===== src/rtl/aes_ctrl_pkg.sv =====
// aes_ctrl_pkg: shared state encoding, key-length codes and Nk/Nr lookups for the AES sequencer
package aes_ctrl_pkg;
  typedef enum logic [2:0] {IDLE, KEY_FETCH, KEY_EXPAND, DATA_FETCH, PREADD, ROUND, WRITE, ERROR} state_t;
  localparam logic [1:0] KL_128 = 2'b00;
  localparam logic [1:0] KL_192 = 2'b01;
  localparam logic [1:0] KL_256 = 2'b10;
  localparam logic [1:0] KL_BAD = 2'b11;
  function automatic int unsigned nk(input logic [1:0] kl);
    return kl == KL_256 ? 8 : kl == KL_192 ? 6 : 4;
  endfunction
  function automatic int unsigned nr(input logic [1:0] kl);
    return nk(kl) + 6;
  endfunction
endpackage


===== src/rtl/flex_counter.sv =====
// flex_counter: loadable up/down counter with synchronous clear
module flex_counter #(
  parameter int W = 4
) (
  input  logic         clk,
  input  logic         rst,
  input  logic         clr_i,
  input  logic         ld_i,
  input  logic         en_i,
  input  logic         dn_i,
  input  logic [W-1:0] ld_val_i,
  output logic [W-1:0] cnt_o
);
  logic [W-1:0] cnt_q;
  always_ff @(posedge clk) begin
    if (rst || clr_i) cnt_q <= '0;
    else if (ld_i) cnt_q <= ld_val_i;
    else if (en_i) cnt_q <= dn_i ? cnt_q - 1'b1 : cnt_q + 1'b1;
  end
  assign cnt_o = cnt_q;
endmodule


===== src/rtl/aes_seq_ctrl.sv =====
// aes_seq_ctrl: sequences key loading, block fetch, AES rounds and result write-back
module aes_seq_ctrl
  import aes_ctrl_pkg::*;
#(
  parameter int WORDS = 4,
  parameter int CNT_W = 4
) (
  input  logic             clk,
  input  logic             rst,
  input  logic             start,
  input  logic             data_received,
  input  logic             data_type,
  input  logic             enc_dec,
  input  logic [1:0]       key_len,
  input  logic             key_done,
  input  logic             out_ready,
  input  logic             stop,
  output logic             opt_mode,
  output logic             load_key,
  output logic             key_shift_en,
  output logic             preaddkey,
  output logic             aes_load,
  output logic             round_en,
  output logic             last_round,
  output logic             ahb_mode,
  output logic             ahb_shift_en,
  output logic             done_chg_key,
  output logic             blk_done,
  output logic             busy,
  output logic             error,
  output logic [CNT_W-1:0] round_idx
);
  state_t state_q, state_d;
  logic [1:0] kl_q;
  logic key_valid_q, opt_q, nxt_q;
  logic [CNT_W-1:0] in_cnt, out_cnt, rnd_cnt, nr_c;
  logic df_acc, rd_acc, key_last, in_last, in_en, in_clr, out_en, out_clr, kerr;
  flex_counter #(.W(CNT_W)) u_in_cnt (
    .clk(clk), .rst(rst), .clr_i(in_clr), .ld_i(1'b0), .en_i(in_en), .dn_i(1'b0),
    .ld_val_i('0), .cnt_o(in_cnt)
  );
  flex_counter #(.W(CNT_W)) u_out_cnt (
    .clk(clk), .rst(rst), .clr_i(out_clr), .ld_i(1'b0), .en_i(out_en), .dn_i(1'b0),
    .ld_val_i('0), .cnt_o(out_cnt)
  );
  // round counter holds the round-key index itself: loaded in PREADD with the first round's index
  flex_counter #(.W(CNT_W)) u_rnd_cnt (
    .clk(clk), .rst(rst), .clr_i(state_q == IDLE), .ld_i(preaddkey), .en_i(round_en), .dn_i(opt_q),
    .ld_val_i(enc_dec ? nr_c - 1'b1 : CNT_W'(1)), .cnt_o(rnd_cnt)
  );
  always_comb begin
    nr_c         = CNT_W'(nr(kl_q));
    key_shift_en = state_q == KEY_FETCH && data_received && data_type;
    key_last     = key_shift_en && in_cnt == CNT_W'(nk(kl_q) - 1);
    df_acc       = state_q == DATA_FETCH && data_received && !data_type;
    rd_acc       = state_q == ROUND && data_received && !data_type && !nxt_q;
    in_last      = (df_acc || rd_acc) && in_cnt == CNT_W'(WORDS - 1);
    in_en        = key_shift_en || df_acc || rd_acc;
    in_clr       = state_q == IDLE || key_last || in_last;
    ahb_mode     = state_q == WRITE;
    out_en       = ahb_mode && out_ready;
    ahb_shift_en = df_acc || rd_acc || out_en;
    blk_done     = out_en && out_cnt == CNT_W'(WORDS - 1);
    out_clr      = state_q == IDLE || blk_done;
    load_key     = state_q == KEY_EXPAND && !key_done;
    done_chg_key = state_q == KEY_EXPAND && key_done;
    preaddkey    = state_q == PREADD;
    aes_load     = preaddkey;
    round_en     = state_q == ROUND;
    last_round   = round_en && rnd_cnt == (opt_q ? '0 : nr_c);
    opt_mode     = preaddkey ? enc_dec : opt_q;
    round_idx    = preaddkey ? (enc_dec ? nr_c : '0) : round_en ? rnd_cnt : '0;
    busy         = state_q != IDLE && state_q != ERROR;
    error        = state_q == ERROR;
    kerr         = data_received && (state_q == KEY_FETCH ? !data_type :
                   (state_q == DATA_FETCH || state_q == ROUND) && data_type);
  end
  always_comb begin
    state_d = state_q;
    case (state_q)
      IDLE:       state_d = !start ? IDLE : data_type ? (key_len == KL_BAD ? ERROR : KEY_FETCH) :
                            key_valid_q ? DATA_FETCH : ERROR;
      KEY_FETCH:  state_d = kerr ? ERROR : key_last ? KEY_EXPAND : KEY_FETCH;
      KEY_EXPAND: state_d = key_done ? IDLE : KEY_EXPAND;
      DATA_FETCH: state_d = kerr ? ERROR : in_last ? PREADD :
                            (stop && in_cnt == '0 && !data_received) ? IDLE : DATA_FETCH;
      PREADD:     state_d = ROUND;
      ROUND:      state_d = kerr ? ERROR : last_round ? WRITE : ROUND;
      WRITE:      state_d = blk_done ? (nxt_q ? PREADD : DATA_FETCH) : WRITE;
      ERROR:      state_d = start ? IDLE : ERROR;
      default:    state_d = IDLE;
    endcase
  end
  always_ff @(posedge clk) begin
    if (rst) begin
      state_q     <= IDLE;
      kl_q        <= KL_128;
      key_valid_q <= 1'b0;
      opt_q       <= 1'b0;
      nxt_q       <= 1'b0;
    end else begin
      state_q <= state_d;
      if (state_q == IDLE && start && data_type && key_len != KL_BAD) kl_q <= key_len;
      if (done_chg_key) key_valid_q <= 1'b1;
      if (preaddkey) opt_q <= enc_dec;
      nxt_q <= (state_q == IDLE || blk_done) ? 1'b0 : (rd_acc && in_last) ? 1'b1 : nxt_q;
    end
  end
endmodule


===== config.mk =====
export PLATFORM = sky130hd
export DESIGN_NAME = aes_seq_ctrl
export DESIGN_NICKNAME = d
export VERILOG_FILES = /design/src/rtl/aes_ctrl_pkg.sv /design/src/rtl/flex_counter.sv /design/src/rtl/aes_seq_ctrl.sv
export SDC_FILE = /design/constraint.sdc
export NUM_CORES = 1
export LEC_CHECK = 0
export ABC_AREA = 0
export BUFFER_PORTS_ARGS = -buffer_cell sky130_fd_sc_hd__clkbuf_2
export CORE_ASPECT_RATIO = 1.25
export CORE_UTILIZATION = 40
export DETAILED_ROUTE_END_ITERATION = 12
export GPL_TIMING_DRIVEN = 0
export PLACE_DENSITY = 0.6
export SETUP_SLACK_MARGIN = 0.4
export SYNTH_ARGS = -nofsm -noshare
export SYNTH_HDL_FRONTEND = slang
export SYNTH_SLANG_ARGS = --single-unit

===== constraint.sdc =====
create_clock -name clk -period 4.6 [get_ports clk]
set_input_delay 0.46 -clock clk [delete_from_list [all_inputs] [get_ports clk]]
set_output_delay 0.46 -clock clk [all_outputs]
set_load 0.05 [all_outputs]

==> key figures <==
Pwr
  – Design Power: 678 uW
  – Worst VDD drop: 0.000322 V
  – Leakage: 0.703 nW
  – Pwr/cell area: 408 nW/um2

Timing
  – Unrepaired setup endpoints after global routing: false
  – Slew HR: 60.5%
  – Worst slew pin tran: 0.590 ns
  – Hold Vio Cnt, Final: 0
  – Fmax: 398 MHz
  – Fin Hold WS: 0.480 ns
  – Sum Neg Setup Slack: 0 ns
  – Slew Viols, Final: 0
  – Crit path time final: 2.51 ns
  – Tcrit/Tclk final: 54.6%
  – Worst clock skew: 0.00456 ns
  – Final setup vio count: 0

Synth
  – Yosys reg bits: 20
  – Post-Synth XOR/XNOR Area: 9.68%
  – Mapped cell area: 1450 um2
  – Largest family of logic cells by synthesized area: simple AND/OR/NAND/NOR gates
  – Ys Warns: 0
  – Number of flops mapped to enable cells by yosys: 0
  – Post-synthesis sequential area ratio: 27.7%
  – Synth unique cells: 50
  – Post-synthesis adder-cell area fraction: 7.43%
  – Multiplexer share of the synthesized area: 0.691%
  – Post-synthesis cell count: 193
  – Synth Net Count: 212
  – Asr flop ratio synth: 0%
  – Synth Area in Compound Gates: 18.2%
  – Synth top area share: 27.7%
  – Simple-gate area share of the yosys netlist: 29.8%
  – Biggest area consumer among synthesized cells: dfxtp_1
  – Ys flop type: dfxtp_1
  – Top post-synthesis cells by area: dfxtp_1, nor2_1, ha_1
  – Syn avg cell area: 7.50 um2

Die
  – Initial Utilization: 41.6%
  – I/O pin count: 28
  – Core area: 3480 um2
  – Die area: 3870 um2
  – Die height: 69.3 um
  – Die width: 55.8 um
  – Row count: 24

Clocking
  – Post-CTS setup buffers: 0
  – CTS max path bufs: 2
  – Root Buffer: clkbuf_8
  – CTS tree: yes
  – Worst-skew pair later-pin latency: 0.26 ns
  – Post-CTS sizing: 0
  – CTS clk-pin slew, worst paths: 0.08 ns
  – Num CTS Buffers: 3
  – Clk sinks: 20
  – Cts hold-fix bufs: 0
  – H-tree lvl count: 1

Global routing
  – First-pass GRT wire length: 5.96 mm
  – Vias in the first global route: 1290
  – Initial antenna violation count: 0
  – GRT overflow: 0
  – Total GRT Usage: 19.3%
  – Maximum number of pins on one net before global-route repair: 11

Job
  – Max Cap Viol: 0

Status
  – Status: finished, final reports clean

Route
  – Wire per inst: 13.8 um
  – Total Wirelength: 3.59 mm
  – Drc violations: 0
  – Drt pass-1 iters: 4
  – Starting DRT DRC Count: 39
  – Vias: 1438
  – Post-DRT Antenna Nets: 0
  – Via density: 5.53

Cells and area
  – Design Area, Final: 1660 um2
  – Most frequent cells in the layout: nor2_1, clkbuf_2, dfxtp_1, nand2_1, o21ai_0
  – Non-Filler Instances: 260
  – Fin nets: 242
  – Synth-to-layout area growth: 14.9%
  – Share of layout cells above drive strength 1: 16.7%
  – N_diodes: 0

Placement
  – DP HPWL: 2.76 mm
  – GP Congestion: 0.810
  – Placed cell area: 1620 um2
  – IO buf count: 25
  – Dpl cells: 257

Worst setup path
  – Worst Path Max Fanout: 10
  – WP data required: 4.14 ns
  – Startpoint types: flip-flop
  – CP Class: reg2out
  – Worst setup EP type: output port
  – Worst EP arrival: 2.05 ns

Worst hold path
  – Hold crit path type: reg2reg
==> through the flow <==
| step | util, % | setup WS (ns) |
|---|---|---|
| after global routing | 47.7 | 1.98 |
| after floorplan | - | 1.71 |
| after detailed placement | 46.6 | 2.43 |
| final | 47.7 | 2.09 |
| after global placement | 46.6 | 2.42 |
| after CTS | 47.7 | 2.13 |
==> cells by family (layout without fill, tap and decap cells) <==
family                     after synthesis  in the layout
AOI/OAI and AO/OA                       42             42
xor gates and xnor gates                16             16
adders and majority gates                8              8
buffers and inverters                   22             50
DFF                                     20             20
muxes                                    1              1
and+or+nand+nor                         84             84
==> cell usage after synthesis (2+ instances only) <==
cell type and number:
buf_2 2, buf_4 2, nor3b_1 5, nor2b_1 3, o21ai_0 14, nand3_1 11
nor3_1 6, nand2b_1 2, a21oi_1 12, xnor2_1 8, nand3b_1 3, dfxtp_1 20
nor2_1 26, ha_1 7, inv_1 12, xor2_1 8, and3_1 2, clkbuf_1 3
nand2_1 16
==> routing by layer <==
metal,routed length (um),GRT usage (%),part of all wire [%],up-vias
li1,-,-,-,727
met1,1690,24.5,47,675
met2,1730,32.5,48,32
met3,110,2.61,3.1,4
met4,50,8.06,1.4,0
met5,0,0,0,-
==> worst max-delay path, cell delays in order, from the launching register on <==
cell and delay, ns:
dfxtp_1 0.37, buf_4 0.19, clkbuf_1 0.37, nand3_1 0.31, o21ai_0 0.25, clkbuf_2 0.31
==> cell type report <==
cell class,instances,area [um2]
well taps,39,48.8
clock buffers,3,41.3
flip-flops and latches,20,400
plain buffers,9,45.0
multi-input cells,151,953
inverters,13,48.8
fillers,381,1820
repair buffers,25,125
==> registers in the layout (all words and copies together), names as in the netlist <==
signal and count:
opt_q 1, u_in_cnt.cnt_o 4, nxt_q 1, u_rnd_cnt.cnt_o 4, u_out_cnt.cnt_o 4, kl_q 2, key_valid_q 1, state_q 3
==> path summary, 6_finish.rpt <==
path,cells after the start,from,endpoint,slack (ns)
setup / recovery,5,state_q[2],round_idx[2],2.09
hold / removal,2,key_valid_q,key_valid_q,0.48
setup reg to reg,5,state_q[1],nxt_q,2.61
hold reg to reg,2,key_valid_q,key_valid_q,0.48
==> where the power goes <==
| part | internal (mW) | switching, mW | total [mW] |
|---|---|---|---|
| Sequential | 0.191 | 0.0237 | 0.215 |
| Clock | 0.0584 | 0.0592 | 0.118 |
| Combinational | 0.111 | 0.235 | 0.346 |
| Total | 0.360 | 0.318 | 0.678 |
Power figures use the tool's default switching activity.
